==> src/rtl/hp48_bus_ctrl.sv <==
// hp48_bus_ctrl: nibble-serial bus controller with PC/DP pointers and a bank of
// configurable memory controllers (mask/base decode, lowest index wins).
// Ports:
//   strobe       clock, all state changes on the rising edge
//   reset        synchronous active-low reset
//   cmd_valid    command present, sampled only while busy=0
//   command      4-bit opcode (0 NOP .. 9 C_ID, 10-15 illegal)
//   nibble_in    write data or shifted address/config nibble, LSB nibble first
//   busy         multi-nibble sequence in progress
//   nibble_out   registered read data or C_ID nibble
//   bus_error    one-cycle error pulse
//   addr_out     address of the current access, holds last value otherwise
//   dev_sel      one-hot device select during an access cycle
//   rom_sel      ROM select when no device hits during an access cycle
//   dev_we       write enable for the selected device
//   dev_rdata    device read nibbles, device i on [4i+3:4i]
//   rom_rdata    ROM read nibble
module hp48_bus_ctrl #(
    parameter int                    NUM_DEV = 4,
    parameter logic [20*NUM_DEV-1:0] DEV_IDS = '0
) (
    input  logic                   strobe,
    input  logic                   reset,
    input  logic                   cmd_valid,
    input  logic [3:0]             command,
    input  logic [3:0]             nibble_in,
    output logic                   busy,
    output logic [3:0]             nibble_out,
    output logic                   bus_error,
    output logic [19:0]            addr_out,
    output logic [NUM_DEV-1:0]     dev_sel,
    output logic                   rom_sel,
    output logic                   dev_we,
    input  logic [4*NUM_DEV-1:0]   dev_rdata,
    input  logic [3:0]             rom_rdata
);

    localparam logic [3:0] CMD_NOP       = 4'd0;
    localparam logic [3:0] CMD_PC_READ   = 4'd1;
    localparam logic [3:0] CMD_DP_READ   = 4'd2;
    localparam logic [3:0] CMD_DP_WRITE  = 4'd3;
    localparam logic [3:0] CMD_LOAD_PC   = 4'd4;
    localparam logic [3:0] CMD_LOAD_DP   = 4'd5;
    localparam logic [3:0] CMD_CONFIGURE = 4'd6;
    localparam logic [3:0] CMD_UNCONFIG  = 4'd7;
    localparam logic [3:0] CMD_RESET_CFG = 4'd8;
    localparam logic [3:0] CMD_C_ID      = 4'd9;

    typedef enum logic {ST_IDLE, ST_SHIFT} state_t;
    typedef enum logic [1:0] {DEV_UNCONF = 2'd0, DEV_SIZED = 2'd1, DEV_CONF = 2'd2} dev_state_t;

    state_t      state_reg;
    logic [3:0]  op_reg;
    logic [2:0]  cnt_reg;
    logic [19:0] shift_reg;
    logic [19:0] pc_reg;
    logic [19:0] dp_reg;
    logic [19:0] addr_reg;
    logic [3:0]  nibble_reg;
    logic        busy_reg;
    logic        err_reg;

    logic [19:0] mask_reg      [NUM_DEV];
    logic [19:0] base_reg      [NUM_DEV];
    dev_state_t  dev_state_reg [NUM_DEV];

    logic               accept;
    logic               is_access;
    logic               is_write;
    logic [19:0]        acc_addr;
    logic [19:0]        shift_full;
    logic [NUM_DEV-1:0] acc_hit;
    logic [NUM_DEV-1:0] acc_win;
    logic [NUM_DEV-1:0] unc_hit;
    logic [NUM_DEV-1:0] unc_win;
    logic [NUM_DEV-1:0] not_conf;
    logic [NUM_DEV-1:0] cfg_win;
    logic               acc_any;
    logic [3:0]         rdata_sel;
    logic [19:0]        cid_word;
    logic [2:0]         cid_idx;
    logic [3:0]         cid_nib;

    // Commands are only taken while idle and out of reset, so the access
    // strobes stay low during reset and during a shift sequence.
    assign accept     = reset && (state_reg == ST_IDLE) && cmd_valid;
    assign is_write   = (command == CMD_DP_WRITE);
    assign is_access  = accept && ((command == CMD_PC_READ) || (command == CMD_DP_READ) || is_write);
    assign acc_addr   = (command == CMD_PC_READ) ? pc_reg : dp_reg;
    // The fifth nibble is still on nibble_in when the sequence commits.
    assign shift_full = {nibble_in, shift_reg[19:4]};

    genvar gi;
    generate
        for (gi = 0; gi < NUM_DEV; gi++) begin : g_dev
            assign acc_hit[gi]  = (dev_state_reg[gi] == DEV_CONF) &&
                                  ((acc_addr & mask_reg[gi]) == base_reg[gi]);
            assign unc_hit[gi]  = (dev_state_reg[gi] == DEV_CONF) &&
                                  ((shift_full & mask_reg[gi]) == base_reg[gi]);
            assign not_conf[gi] = (dev_state_reg[gi] != DEV_CONF);
        end
    endgenerate

    // Isolate the lowest set bit: lowest index has priority.
    assign acc_win = acc_hit  & (~acc_hit  + NUM_DEV'(1));
    assign unc_win = unc_hit  & (~unc_hit  + NUM_DEV'(1));
    assign cfg_win = not_conf & (~not_conf + NUM_DEV'(1));
    assign acc_any = |acc_hit;

    always_comb begin
        rdata_sel = rom_rdata;
        cid_word  = '0;
        for (int i = 0; i < NUM_DEV; i++) begin
            if (acc_win[i]) rdata_sel = dev_rdata[4*i +: 4];
            if (cfg_win[i]) cid_word  = DEV_IDS[20*i +: 20];
        end
    end

    // nibble_out leads the shift counter by one: nibble k is shown during shift cycle k.
    assign cid_idx = (state_reg == ST_SHIFT) ? (cnt_reg + 3'd1) : 3'd0;

    always_comb begin
        case (cid_idx)
            3'd0:    cid_nib = cid_word[3:0];
            3'd1:    cid_nib = cid_word[7:4];
            3'd2:    cid_nib = cid_word[11:8];
            3'd3:    cid_nib = cid_word[15:12];
            default: cid_nib = cid_word[19:16];
        endcase
    end

    assign busy       = busy_reg;
    assign nibble_out = nibble_reg;
    assign bus_error  = err_reg;
    assign addr_out   = is_access ? acc_addr : addr_reg;
    assign dev_sel    = is_access ? acc_win : '0;
    assign rom_sel    = is_access && !acc_any;
    assign dev_we     = accept && is_write && acc_any;

    always_ff @(posedge strobe) begin
        if (!reset) begin
            state_reg  <= ST_IDLE;
            op_reg     <= CMD_NOP;
            cnt_reg    <= 3'd0;
            shift_reg  <= '0;
            pc_reg     <= '0;
            dp_reg     <= '0;
            addr_reg   <= '0;
            nibble_reg <= '0;
            busy_reg   <= 1'b0;
            err_reg    <= 1'b0;
            for (int i = 0; i < NUM_DEV; i++) begin
                mask_reg[i]      <= '0;
                base_reg[i]      <= '0;
                dev_state_reg[i] <= DEV_UNCONF;
            end
        end else begin
            err_reg <= 1'b0;
            case (state_reg)
                ST_IDLE: begin
                    if (cmd_valid) begin
                        case (command)
                            CMD_NOP: ;
                            CMD_PC_READ: begin
                                nibble_reg <= rdata_sel;
                                addr_reg   <= acc_addr;
                                pc_reg     <= pc_reg + 20'd1;
                            end
                            CMD_DP_READ: begin
                                nibble_reg <= rdata_sel;
                                addr_reg   <= acc_addr;
                                dp_reg     <= dp_reg + 20'd1;
                            end
                            CMD_DP_WRITE: begin
                                addr_reg <= acc_addr;
                                dp_reg   <= dp_reg + 20'd1;
                                if (!acc_any) err_reg <= 1'b1;
                            end
                            CMD_LOAD_PC, CMD_LOAD_DP, CMD_CONFIGURE, CMD_UNCONFIG, CMD_C_ID: begin
                                state_reg <= ST_SHIFT;
                                busy_reg  <= 1'b1;
                                cnt_reg   <= 3'd0;
                                op_reg    <= command;
                                if (command == CMD_C_ID) nibble_reg <= cid_nib;
                            end
                            CMD_RESET_CFG: begin
                                for (int i = 0; i < NUM_DEV; i++) dev_state_reg[i] <= DEV_UNCONF;
                            end
                            default: err_reg <= 1'b1;
                        endcase
                    end
                end
                ST_SHIFT: begin
                    shift_reg <= shift_full;
                    cnt_reg   <= cnt_reg + 3'd1;
                    if (op_reg == CMD_C_ID && cnt_reg != 3'd4) nibble_reg <= cid_nib;
                    if (cnt_reg == 3'd4) begin
                        state_reg <= ST_IDLE;
                        busy_reg  <= 1'b0;
                        case (op_reg)
                            CMD_LOAD_PC: pc_reg <= shift_full;
                            CMD_LOAD_DP: dp_reg <= shift_full;
                            CMD_CONFIGURE: begin
                                for (int i = 0; i < NUM_DEV; i++) begin
                                    if (cfg_win[i]) begin
                                        if (dev_state_reg[i] == DEV_UNCONF) begin
                                            mask_reg[i]      <= shift_full;
                                            dev_state_reg[i] <= DEV_SIZED;
                                        end else begin
                                            base_reg[i]      <= shift_full & mask_reg[i];
                                            dev_state_reg[i] <= DEV_CONF;
                                        end
                                    end
                                end
                            end
                            CMD_UNCONFIG: begin
                                for (int i = 0; i < NUM_DEV; i++) begin
                                    if (unc_win[i]) dev_state_reg[i] <= DEV_UNCONF;
                                end
                            end
                            default: ;
                        endcase
                    end
                end
                default: state_reg <= ST_IDLE;
            endcase
        end
    end

endmodule

==> config.mk <==
export PLATFORM = sky130hd
export DESIGN_NAME = hp48_bus_ctrl
export DESIGN_NICKNAME = d
export VERILOG_FILES = /design/src/rtl/hp48_bus_ctrl.sv
export SDC_FILE = /design/constraint.sdc
export NUM_CORES = 1
export LEC_CHECK = 0
export ABC_AREA = 1
export CAP_MARGIN = 20
export CORE_ASPECT_RATIO = 1.1
export CORE_MARGIN = 4
export CORE_UTILIZATION = 60
export CTS_CLUSTER_DIAMETER = 60
export DETAILED_ROUTE_END_ITERATION = 6
export HOLD_SLACK_MARGIN = 0.12
export PLACE_DENSITY = 0.82
export SYNTH_ARGS = -nofsm -noshare
export SYNTH_HDL_FRONTEND = slang
export SYNTH_SLANG_ARGS = --single-unit
==> constraint.sdc <==
create_clock -name strobe -period 6.8 [get_ports strobe]
set_clock_uncertainty 0.05 [all_clocks]
set_input_delay 1.02 -clock strobe [delete_from_list [all_inputs] [get_ports strobe]]
set_output_delay 1.02 -clock strobe [all_outputs]
set_load 0.005 [all_outputs]
==> results by group, run 1 <==
Run status
  • Status: finished, final reports clean

Finish
  • Most common cell after layout, fill and taps aside: nand2_1
  • Final net count: roughly 2300
  • Area growth syn-to-layout: 12.8%
  • FF+latch area: between 6000 and 7000 sq um
  • Layout cells sized above 1: 0.0588
  • Multi-input gate area: a little under 8000 sq um
  • ANT cells: 0
  • Most frequent cells in the layout: nand2_1, nor2_1, inv_1
  • Final Cell Area: about 18000 sq um
  • Fillcell total: ~2200

Synth
  • Post-synthesis area per instance: 7.20 sq um
  • YS warnings: 0
  • Simple-gate share of the synthesized area: 0.371
  • Adder-cell share of the synthesized area: 0.00315
  • Syn Inst Count: 2209
  • Largest family of logic cells by synthesized area: simple AND/OR/NAND/NOR gates
  • Ys async rst share: 0
  • FF+latch count, synth: between 200 and 300
  • Syn Std Cell Area: between 15000 and 20000 sq um
  • Xor and xnor area share after synthesis: 0.0292
  • Post-synthesis sequential area ratio: 0.427
  • Compound-cell area share of the yosys netlist: 0.0824
  • EDFF count, synth: 162
  • Post-Syn Nets: approximately 2200
  • Top_reg_cell synth: edfxtp_1
  • Post-synth cell types: between 40 and 50
  • Mux contribution to synthesized area: 0

STA
  • Endpoints failing hold: 0
  • Fin. max-slew vios: 0
  • Fmax achieved: between 0.15 and 0.2 GHz
  • Setup Viol. Count Final: 0
  • Post-route setup TNS: 0 ns
  • RSZ-0062 raised after global routing: false
  • Max-slew headroom: 0.312
  • Tmin final: 5.80 ns
  • Slew @ Worst Pin: roughly 1.0 ns
  • Final period utilization: 0.852

Detailed routing
  • Vias: around 16000
  • 1st-iter DRT viols: approximately 2700
  • Residual DRC count: 0
  • Routed WL per cell: 22.6 microns
  • Drt first pass iters: 6
  • Drt total wl: 59500 microns
  • Via/cell ratio: about 6.2
  • ANT nets after route: 0

Power and ir drop
  • Max VDD drop: between 0.2 and 0.3 mV
  • Pwr/cell area: approximately 220 nW/um^2
  • Leak pwr: 7.23 nW
  • Clock share of power: 0.447
  • Logic pwr share: 0.100
  • Internal power: a little under 3 mW
  • Sw power: 1.01 mW
  • Part of the power in registers: 0.453
  • Net Sw Frac: 0.260

Global route
  • Largest net degree at the start of global routing: a little under 60
  • Gr usage total: 0.399
  • First-pass GRT wire length: between 80000 and 90000 microns
  • Number of global-route vias before repair: approximately 15000
  • Antenna violations before repair: 0
  • GRT overflow: 0

Clocking
  • Maximum clock path buffer count: 3
  • CTS Root Cell: clkbuf_16
  • Post-CTS sizing: 0
  • Clock sinks: about 260
  • Clock latency on the worst-skew pair: between 0.5 and 0.6 ns
  • Clock-pin transition on the worst setup and hold timing paths: 0.06 ns
  • CTS Hold Bufs: 0
  • CTS H-Tree Depth: 1
  • CTS tree: built
  • TritonCTS Buffers: 28
  • Post-CTS Setup Inserts: 0

Setup path
  • Critical Path Sink Type: output port
  • Crit path required time: about 5.7 ns
  • Worst Path Max Fanout: 14
  • WP data arrival: about 4.7 ns
  • CP Launch Type: input pin
  • Crit Path Category: input pin to output port

Die
  • Row count: 62
  • I/O pin total: 63
  • Die Ht: approximately 180 microns
  • Die area: about 29000 sq um
  • Core area: between 20000 and 30000 sq um
  • Die width: approximately 160 microns
  • Initial core utilization: 0.608

Place
  • Hpwl dp: around 45000 microns
  • Dpl cell area: around 17000 sq um
  • IO buf count: 62
  • GPL Wtd Cong: between 1 and 1.5

Hold path
  • Hold WC Path Type: flip-flop to flip-flop

Run
  • Max Cap Viol: 0
## cells by family after synthesis
kind of cell,count (synthesis)
AOI/OAI and AO/OA,236
xor gates and xnor gates,53
adders and majority gates,4
buffers and inverters,359
DFF,258
and+or+nand+nor,1299
## final timing paths
path	slack [ns]	from	end	depth (start not counted)
worst max-delay path	1.00	command[0]	dev_we	13
worst min-delay path	0.42	addr_reg[2]	addr_reg[2]	2
worst max register to register	2.86	state_reg	dev_state_reg[1][1]	11
worst min register to register	0.42	addr_reg[2]	addr_reg[2]	2
## per-stage QoR
step / setup slack, ns / instances / hold slack [ns] / util / power (mW)
after floorplan: 3.10 / 2209 / 0.389 / - / 2.02
after global placement: 1.14 / 2574 / 0.399 / 0.643 / 2.16
after detailed placement: 1.15 / 2578 / 0.410 / 0.646 / 2.17
after CTS: 1.13 / 2630 / 0.423 / 0.685 / 3.87
after global routing: 0.791 / 2631 / 0.448 / 0.686 / 3.99
final: 1.00 / 2631 / 0.424 / 0.686 / 3.90
## layer usage
layer | vias up | global-route usage | wire, microns
met5 | - | 0 | 0
met1 | 7530 | 0.548 | 23100
li1 | 7445 | - | -
met4 | 0 | 0.156 | 2770
met3 | 169 | 0.0855 | 7840
met2 | 1179 | 0.623 | 25800
## critical path: stages
cell and delay, ns:
clkdlybuf4s50_1 0.55, inv_2 0.08, nor2_4 0.10, nand2_2 0.34, nand2_2 0.34, and2_1 0.37
nand2_1 0.11, xor2_1 0.39, nand3_1 0.14, nor2_1 0.23, a31oi_1 0.20, nor4_1 0.26
clkdlybuf4s50_1 0.57
## cells in the mapped netlist, types with 47 or more instances
cell type	number	area, sq um
nand2_1	560	2100
nor2_1	319	1200
inv_1	292	1100
nand3_1	171	856
edfxtp_1	162	4860
o21ai_0	111	556
nand4_1	106	663
dfxtp_1	96	1920
a21oi_1	60	300
xor2_1	51	447
clkbuf_1	50	188
nor3_1	47	235
## final cells by class
type | count | area share
Tap cell | 352 | 0.0246
Clock buffer | 29 | 0.0393
Timing Repair Buffer | 82 | 0.0455
Clock inverter | 23 | 0.0185
Sequential cell | 258 | 0.378
Inverter | 295 | 0.0617
Multi-Input combinational cell | 1592 | 0.432
## power by group through the flow
stage / clock network, mW / logic (mW) / registers (mW)
6_report: 1.74 / 0.389 / 1.77
5_1_grt: 1.80 / 0.420 / 1.77
4_1_cts: 1.73 / 0.375 / 1.76
3_5_place_dp: 0 / 0.371 / 1.80
3_3_place_gp: 0 / 0.366 / 1.79
2_1_floorplan: 0 / 0.242 / 1.78
No activity file was read; power rests on OpenSTA's default activity.
==> run 2, diff against run 1 <==
- SLEW_MARGIN: unset -> 30
==> results by group, run 2 (synthesis gave the netlist of run 1 again) <==
STA
  • Max-slew headroom: 0.327 (+0.0141)
  • Slew @ Worst Pin: 1.01 ns (-0.0198 ns)
  • Tmin final: 5.84 ns (+0.0431 ns)
  • Endpoints failing hold: 0 (unchanged)
  • Fin. max-slew vios: 0 (unchanged)
  • Final period utilization: 0.859 (+0.00634)
  • Fmax achieved: 0.171 GHz (-0.74%)
  • Post-route setup TNS: 0 ns (unchanged)
  • RSZ-0062 raised after global routing: false
  • Setup Viol. Count Final: 0 (unchanged)

Die
  • Die Ht: 179 microns (unchanged)
  • I/O pin total: 63 (unchanged)
  • Initial core utilization: 0.608 (unchanged)
  • Die area: 29200 sq um (unchanged)
  • Die width: 163 microns (unchanged)
  • Row count: 62 (unchanged)
  • Core area: 26100 sq um (unchanged)

Run status
  • Violated checks: design-rule violations
  • Status: finished, violations left

Global route
  • Largest net degree at the start of global routing: 58 (unchanged)
  • GRT overflow: 0 (unchanged)
  • M2 GR Usage: 0.619 (-0.00415)
  • M3 GR Usage: 0.0897 (+0.00414)
  • Antenna violations before repair: 1 (+1)
  • Gr usage total: 0.396 (-0.00305)
  • Number of global-route vias before repair: 15000 (-0.56%)
  • Met1 Use GR: 0.540 (-0.00848)
  • Gr busiest metal: met2
  • First-pass GRT wire length: 87100 microns (-1.3%)

Power and ir drop
  • Leak pwr: 7.14 nW (-1.2%)
  • Final total power: 3.76 mW (-3.5%)
  • Max VDD drop: 0.209 mV (-29%)
  • Pwr/cell area: 211 nW/um^2 (-2.9%)

Clocking
  • CTS H-Tree Depth: 1 (unchanged)
  • Post-CTS sizing: 0 (unchanged)
  • Post-CTS Setup Inserts: 0 (unchanged)
  • Clock sinks: 258 (unchanged)
  • Clock latency on the worst-skew pair: 0.58 ns (about the same)
  • Clock-pin transition on the worst setup and hold timing paths: 0.06 ns (about the same)
  • CTS Root Cell: clkbuf_16
  • TritonCTS Buffers: 28 (unchanged)
  • CTS Hold Bufs: 0 (unchanged)
  • Maximum clock path buffer count: 3 (unchanged)
  • CTS tree: built

Finish
  • Layout cells sized above 1: 0.0615 (+0.00269)
  • ANT cells: 0 (unchanged)
  • Most common cell after layout, fill and taps aside: nand2_1
  • Most frequent cells in the layout: nand2_1, nor2_1, inv_1
  • Final core utilization: 0.682 (-0.00460)
  • Final net count: 2290 (-0.087%)
  • Area growth syn-to-layout: 12.1%

Setup path
  • WP data arrival: 4.77 ns (+0.04 ns)
  • Critical Path Sink Type: output port
  • Crit path required time: 5.73 ns (about the same)
  • Crit Path Category: input pin to output port
  • CP Launch Type: input pin
  • Worst Path Max Fanout: 14 (unchanged)

Detailed routing
  • Residual DRC count: 21 (+21)
  • Drt total wl: 59000 microns (-0.79%)
  • Via/cell ratio: 6.17 (-0.55%)
  • Routed WL per cell: 22.4 microns (-0.72%)
  • Drt first pass iters: 7 (+1)
  • Vias: 16200 (-0.62%)
  • ANT nets after route: 0 (unchanged)
  • 1st-iter DRT viols: 2456 (-8.4%)

Run
  • Max Cap Viol: 0 (unchanged)

Place
  • GPL Wtd Cong: 1.08 (unchanged)
  • IO buf count: 62 (unchanged)
  • Hpwl dp: 45200 microns (-0.29%)

Hold path
  • Hold WC Path Type: flip-flop to flip-flop
-- run 2: worst max-delay path, cell delays in order --
cell	delay, ns
clkdlybuf4s50_1	0.55
inv_2	0.08
nor2_4	0.10
nand2_2	0.35
nand2_2	0.34
and2_1	0.38
nand2_1	0.11
xor2_1	0.40
nand3_1	0.15
nor2_1	0.21
a31oi_1	0.20
nor4_1	0.28
clkdlybuf4s50_1	0.57
-- run 2: area by class of cell --
class / count / area [sq um]
clock buffers: 29 / 704
fillers: 2288 / 8320
inverters: 295 / 1110
well taps: 352 / 440
repair buffers: 80 / 751
flip-flops and latches: 258 / 6790
multi-input cells: 1592 / 7780
clock inverters: 23 / 254
-- run 2: path summary, 6_finish.rpt --
| kind | from | to | slack, ns | cells after the start |
|---|---|---|---|---|
| setup / recovery | command[0] | dev_we | 0.96 | 13 |
| hold / removal | addr_reg[7] | addr_reg[7] | 0.42 | 2 |
| setup reg to reg | state_reg | dev_state_reg[1][1] | 2.73 | 11 |
| hold reg to reg | addr_reg[7] | addr_reg[7] | 0.42 | 2 |
-- run 2: metal layers --
| layer | wire length (microns) | up-vias | share of wire |
|---|---|---|---|
| met5 | 13 | - | 0.00022 |
| met3 | 7760 | 192 | 0.13 |
| met4 | 2870 | 2 | 0.049 |
| met1 | 22900 | 7458 | 0.39 |
| li1 | - | 7421 | - |
| met2 | 25500 | 1148 | 0.43 |
-- run 2: power breakdown --
part	switching [mW]	leakage, nW	internal, mW
registers	0.0553	2.43	1.71
clock network	0.692	0.452	0.913
logic	0.275	4.25	0.112
total	1.02	7.14	2.74
-- run 2: per-stage QoR --
stage	cells	hold WS (ns)	instance area [sq um]	setup WS [ns]
finish	2629	0.418	17800	0.960
CTS	2629	0.422	17800	1.15
detailed placement	2577	0.412	16900	1.16
floorplan	2209	0.389	15900	3.10
global placement	2574	0.399	16800	1.14
global route	2629	0.445	17800	0.857
